===== config.mk =====
export PLATFORM = sky130hd
export DESIGN_NAME = mem_arbiter
export DESIGN_NICKNAME = d
export VERILOG_FILES = /design/src/rtl/mem_arbiter.sv
export SDC_FILE = /design/constraint.sdc
export NUM_CORES = 1
export LEC_CHECK = 0
export CORE_AREA = 4 4 104 106
export CTS_BUF_LIST = sky130_fd_sc_hd__clkbuf_4 sky130_fd_sc_hd__clkbuf_8
export DETAILED_ROUTE_END_ITERATION = 8
export DIE_AREA = 0 0 108 110
export PLACE_DENSITY = 0.69
export SLEW_MARGIN = 10
export SYNTH_ARGS = -nofsm -noshare
export SYNTH_HDL_FRONTEND = slang
export SYNTH_SLANG_ARGS = --single-unit
export TNS_END_PERCENT = 30

===== constraint.sdc =====
create_clock -name clk -period 3.7 [get_ports clk]
set_input_delay 0.555 -clock clk [delete_from_list [all_inputs] [get_ports clk]]
set_output_delay 0.555 -clock clk [all_outputs]
set_load 0.005 [all_outputs]

===== src/rtl/mem_arbiter.sv =====
// Single-port memory arbiter between the fetch stage (read-only) and the load/store stage.
// Optional starvation guard for fetch is built when MEM_ARB_FAIRNESS_EN is defined.
module mem_arbiter #(
  parameter int RD_LAT     = 1,
  parameter int STREAK_MAX = 4
) (
  input  logic        clk,
  input  logic        rst,
  input  logic        if_req,
  input  logic [31:0] if_addr,
  output logic        if_gnt,
  output logic        if_rvalid,
  output logic [31:0] if_rdata,
  input  logic        d_req,
  input  logic        d_we,
  input  logic [3:0]  d_be,
  input  logic [31:0] d_addr,
  input  logic [31:0] d_wdata,
  output logic        d_gnt,
  output logic        d_rvalid,
  output logic [31:0] d_rdata,
  output logic        m_req,
  output logic        m_we,
  output logic [3:0]  m_be,
  output logic [31:0] m_addr,
  output logic [31:0] m_wdata,
  input  logic [31:0] m_rdata
);

  typedef enum logic [0:0] {
    IDLE = 1'b0,
    BUSY = 1'b1
  } state_t;

  localparam logic [1:0] LAT_INIT = 2'(RD_LAT - 1);

  // Elaboration-time guard on parameter ranges
  if (RD_LAT < 1 || RD_LAT > 4) begin : g_bad_rd_lat
    $error("mem_arbiter: RD_LAT out of range 1..4");
  end
  if (STREAK_MAX < 1 || STREAK_MAX > 15) begin : g_bad_streak_max
    $error("mem_arbiter: STREAK_MAX out of range 1..15");
  end

  state_t     state, state_nxt;
  logic       owner, owner_nxt;
  logic [1:0] lat_cnt, lat_cnt_nxt;
  logic       wr_q, wr_q_nxt;
  logic       window;
  logic       resp;
  logic       fetch_turn;
  logic       grant_if;
  logic       grant_d;

`ifdef MEM_ARB_FAIRNESS_EN
  localparam logic [3:0] STREAK_LIM = 4'(STREAK_MAX);

  logic [3:0] streak, streak_nxt;

  // Fetch wins when data is idle, or once data has hogged STREAK_MAX windows in a row
  always_comb begin
    fetch_turn = if_req && (!d_req || (streak == STREAK_LIM));
  end

  // Streak counts data grants made while fetch is waiting
  always_comb begin
    streak_nxt = streak;
    if (!if_req) begin
      streak_nxt = 4'd0;
    end else if (grant_if) begin
      streak_nxt = 4'd0;
    end else if (grant_d && (streak != 4'hF)) begin
      streak_nxt = streak + 4'd1;
    end else begin
      streak_nxt = streak;
    end
  end

  // Streak register
  always_ff @(posedge clk) begin
    if (rst) begin
      streak <= 4'd0;
    end else begin
      streak <= streak_nxt;
    end
  end
`else
  // Strict data priority: fetch only wins an uncontested window
  always_comb begin
    fetch_turn = if_req && !d_req;
  end
`endif

  // Grant window and winner selection; grants are suppressed while reset is applied
  always_comb begin
    window   = (state == IDLE) || (lat_cnt == 2'd0);
    resp     = (state == BUSY) && (lat_cnt == 2'd0) && !rst;
    grant_if = window && fetch_turn && !rst;
    grant_d  = window && d_req && !fetch_turn && !rst;
  end

  // Next-state logic
  always_comb begin
    state_nxt   = state;
    owner_nxt   = owner;
    lat_cnt_nxt = lat_cnt;
    wr_q_nxt    = wr_q;
    case (state)
      IDLE, BUSY: begin
        if (grant_if || grant_d) begin
          state_nxt   = BUSY;
          lat_cnt_nxt = LAT_INIT;
          owner_nxt   = grant_d;
          wr_q_nxt    = grant_d && d_we;
        end else if (window) begin
          state_nxt   = IDLE;
          lat_cnt_nxt = 2'd0;
        end else begin
          lat_cnt_nxt = lat_cnt - 2'd1;
        end
      end
      default: begin
        state_nxt   = IDLE;
        lat_cnt_nxt = 2'd0;
      end
    endcase
  end

  // State registers; reset drops any in-flight transaction
  always_ff @(posedge clk) begin
    if (rst) begin
      state   <= IDLE;
      owner   <= 1'b0;
      lat_cnt <= 2'd0;
      wr_q    <= 1'b0;
    end else begin
      state   <= state_nxt;
      owner   <= owner_nxt;
      lat_cnt <= lat_cnt_nxt;
      wr_q    <= wr_q_nxt;
    end
  end

  // Memory-side strobe and fields come straight from the winner; all zero otherwise
  always_comb begin
    m_req   = grant_if || grant_d;
    m_we    = 1'b0;
    m_be    = 4'h0;
    m_addr  = 32'h0;
    m_wdata = 32'h0;
    if (grant_d) begin
      m_we    = d_we;
      m_be    = d_we ? d_be : 4'hF;
      m_addr  = d_addr;
      m_wdata = d_we ? d_wdata : 32'h0;
    end else if (grant_if) begin
      m_be    = 4'hF;
      m_addr  = if_addr;
    end else begin
      m_we    = 1'b0;
    end
  end

  // Requester-side grants and responses
  always_comb begin
    if_gnt    = grant_if;
    d_gnt     = grant_d;
    if_rvalid = resp && !owner;
    d_rvalid  = resp && owner;
    if_rdata  = 32'h0;
    d_rdata   = 32'h0;
    if (if_rvalid) begin
      if_rdata = m_rdata;
    end else if (d_rvalid && !wr_q) begin
      d_rdata  = m_rdata;
    end else begin
      d_rdata  = 32'h0;
    end
  end

endmodule


==> reports/results.ini <==
[run_status]
outcome=completed

[finish]
final-seq-area_um2=100
fillCellCount=976
drive_gt1_share_pct=2.71
multi_input_area_um2=1080
final_cell_mix=274 x clkdlybuf4s50_1, 65 x and2_1, 32 x a22o_1, 32 x and3_1, 5 x dfxtp_1
num_antenna_cells=0
design_area_um2=4170
nNetsFinal=582
final_common_cell=clkdlybuf4s50_1
final_cells=576
syn2layout_area_growth_pct=212

[place]
place.port_buffers=274
placed_cell_area_um2=4120
placed_cells=572
dp_hpwl_mm=7.91
gp_congestion=0.783

[power_and_ir_drop]
p_leak_uw=0.00171
vdd_drop_max_v=0.000159
p_per_area_nw_per_um2=122

[clock_tree]
clkLatencyLatePin_ns=0.22
ctsHoldBuffers=0
htreeDepth=1
clock_sinks=5
clockRootBuffer=clkbuf_8
numCtsBuffers=3
cts_resized=0
cts.clk_slew.worst_paths_ns=0.03
post-cts-setup-buffers=0
clock_path_buffers=2
cts_tree=yes

[floorplan]
initial_utilization_pct=13.7
row_count=36
core_region_area_um2=9770
io_pins=275
die_area_um2=11900
die_x_um=108
die_h_um=110

[timing]
setup_tns_ns=0
rsz0062_at_grt=no
finalHoldViolations=0
tightest_slew_ns=0.685
setup_violations=0
relSlewSlack_pct=54.4
slew_viol_final=0
period_share_pct=86.6
final.setup_skew_ns=0.00189
max_freq_ghz=0.312
period_minus_slack_ns=3.21

[worst_setup_path]
r2r_cells=5
start_kind=input pin
crit_type=input pin to primary output
crit_path_end_kind=primary output
worstPathArrival_ns=2.65
worstPathRequired_ns=3.14
crit_fanout=73

[logic_synthesis]
avgSynthCellArea_um2=7.27
syn-instance-count=184
synth_nets=322
synth.distinct_cells=26
ys_seq_elements=5
synth_warnings=0
synth_area_um2=1340
seq_area_frac_synth_pct=7.48

[route]
routedWlPerCell_um=16.3
postRouteAntennaNets=0
vias=2375
vias_per_cell=4.12
drt_first_pass_iters=4
post-route-drc-count=0
wirelength_mm=9.41
drt_iter0_drc=95

[grt]
grtUsageTotal_pct=13.3
grt_pass1_wl_mm=12.8
overflow=0
grt_pass1_vias=2331
antenna_found_initial=0
grt_max_degree=74

[job]
max_cap_viol_count=0

[hold_path]
hold_path_class=flip-flop to flip-flop
hold_depth=1

## flip-flops by register name, indices dropped and copies added, names as in the netlist
signal and flops:
lat_cnt 2, state 1, wr_q 1, owner 1
## cells by family after synthesis
group	after synthesis	share of synthesized area (%)
adders and majority gates	1	0.935
DFF	5	7.48
buffers and inverters	25	12.0
AOI/OAI and AO/OA	40	25.4
and+or+nand+nor	113	54.3
## per-layer routing
layer	vias to the layer above	part of all wire [%]	track usage, %
met5	-	0	0
met4	0	0.29	0.902
met3	2	13	4.89
met2	142	53	25.8
met1	1066	34	14.5
li1	1165	-	-
## cell type report
class                      count  share of cell area, %
clock buffer                   4                   1.17
inverter                       3                  0.270
multi-input combinational    154                   25.8
sequential                     5                   2.40
tap                          133                   3.99
timing repair buffer         277                   66.3
## critical path, cell delays in order
cell	delay, ns
clkdlybuf4s50_1	0.45
inv_1	0.15
and3_4	0.65
a22o_1	0.29
clkdlybuf4s50_1	0.52
## where the power goes
| group | internal [µW] | leakage (µW) | total [µW] | switching (µW) |
|---|---|---|---|---|
| combinational | 248 | 0.00164 | 346 | 98.0 |
| clock | 81.1 | 0.0000262 | 106 | 24.7 |
| sequential | 56.4 | 0.0000411 | 58.4 | 2.01 |
## through the flow
step	hold slack (ns)	setup slack [ns]	util [%]	total power (µW)
floorplan	0.392	1.79	-	147
global placement	0.400	0.553	42.2	404
detailed placement	0.410	0.510	42.2	406
CTS	0.415	0.508	42.7	516
global route	0.445	0.356	42.7	539
finish	0.414	0.494	42.7	510
## Yosys cell counts (all sizes together)
| cell | instances | area, µm² |
|---|---|---|
| buf | 10 | 96.4 |
| nand2 | 1 | 3.75 |
| a22o | 32 | 280 |
| clkbuf | 12 | 52.6 |
| ha | 1 | 12.5 |
| a21o | 4 | 30.0 |
| and2 | 65 | 407 |
| and2b | 1 | 7.51 |
| and4bb | 1 | 12.5 |
| nand2b | 5 | 38.8 |
| a31o | 1 | 8.76 |
| a21oi | 1 | 5.00 |
| o21ai | 1 | 5.00 |
| dfxtp | 5 | 100 |
| nor2 | 3 | 11.3 |
| a32o | 1 | 10.0 |
| and4b | 2 | 20.0 |
| inv | 3 | 11.3 |
| nand3b | 1 | 7.51 |
| or2 | 1 | 6.26 |
| and3 | 33 | 211 |
## path summary, 6_finish.rpt
| kind | end | slack [ns] | startpoint |
|---|---|---|---|
| setup reg to reg | owner$_SDFFE_PP0P_ | 2.08 | lat_cnt[0]$_SDFF_PP0_ |
| hold reg to reg | lat_cnt[0]$_SDFF_PP0_ | 0.41 | lat_cnt[0]$_SDFF_PP0_ |
| hold / removal | lat_cnt[0]$_SDFF_PP0_ | 0.41 | lat_cnt[0]$_SDFF_PP0_ |
| setup / recovery | m_addr[19] | 0.49 | rst |
Note: power is estimated with default switching activity, not from simulation.
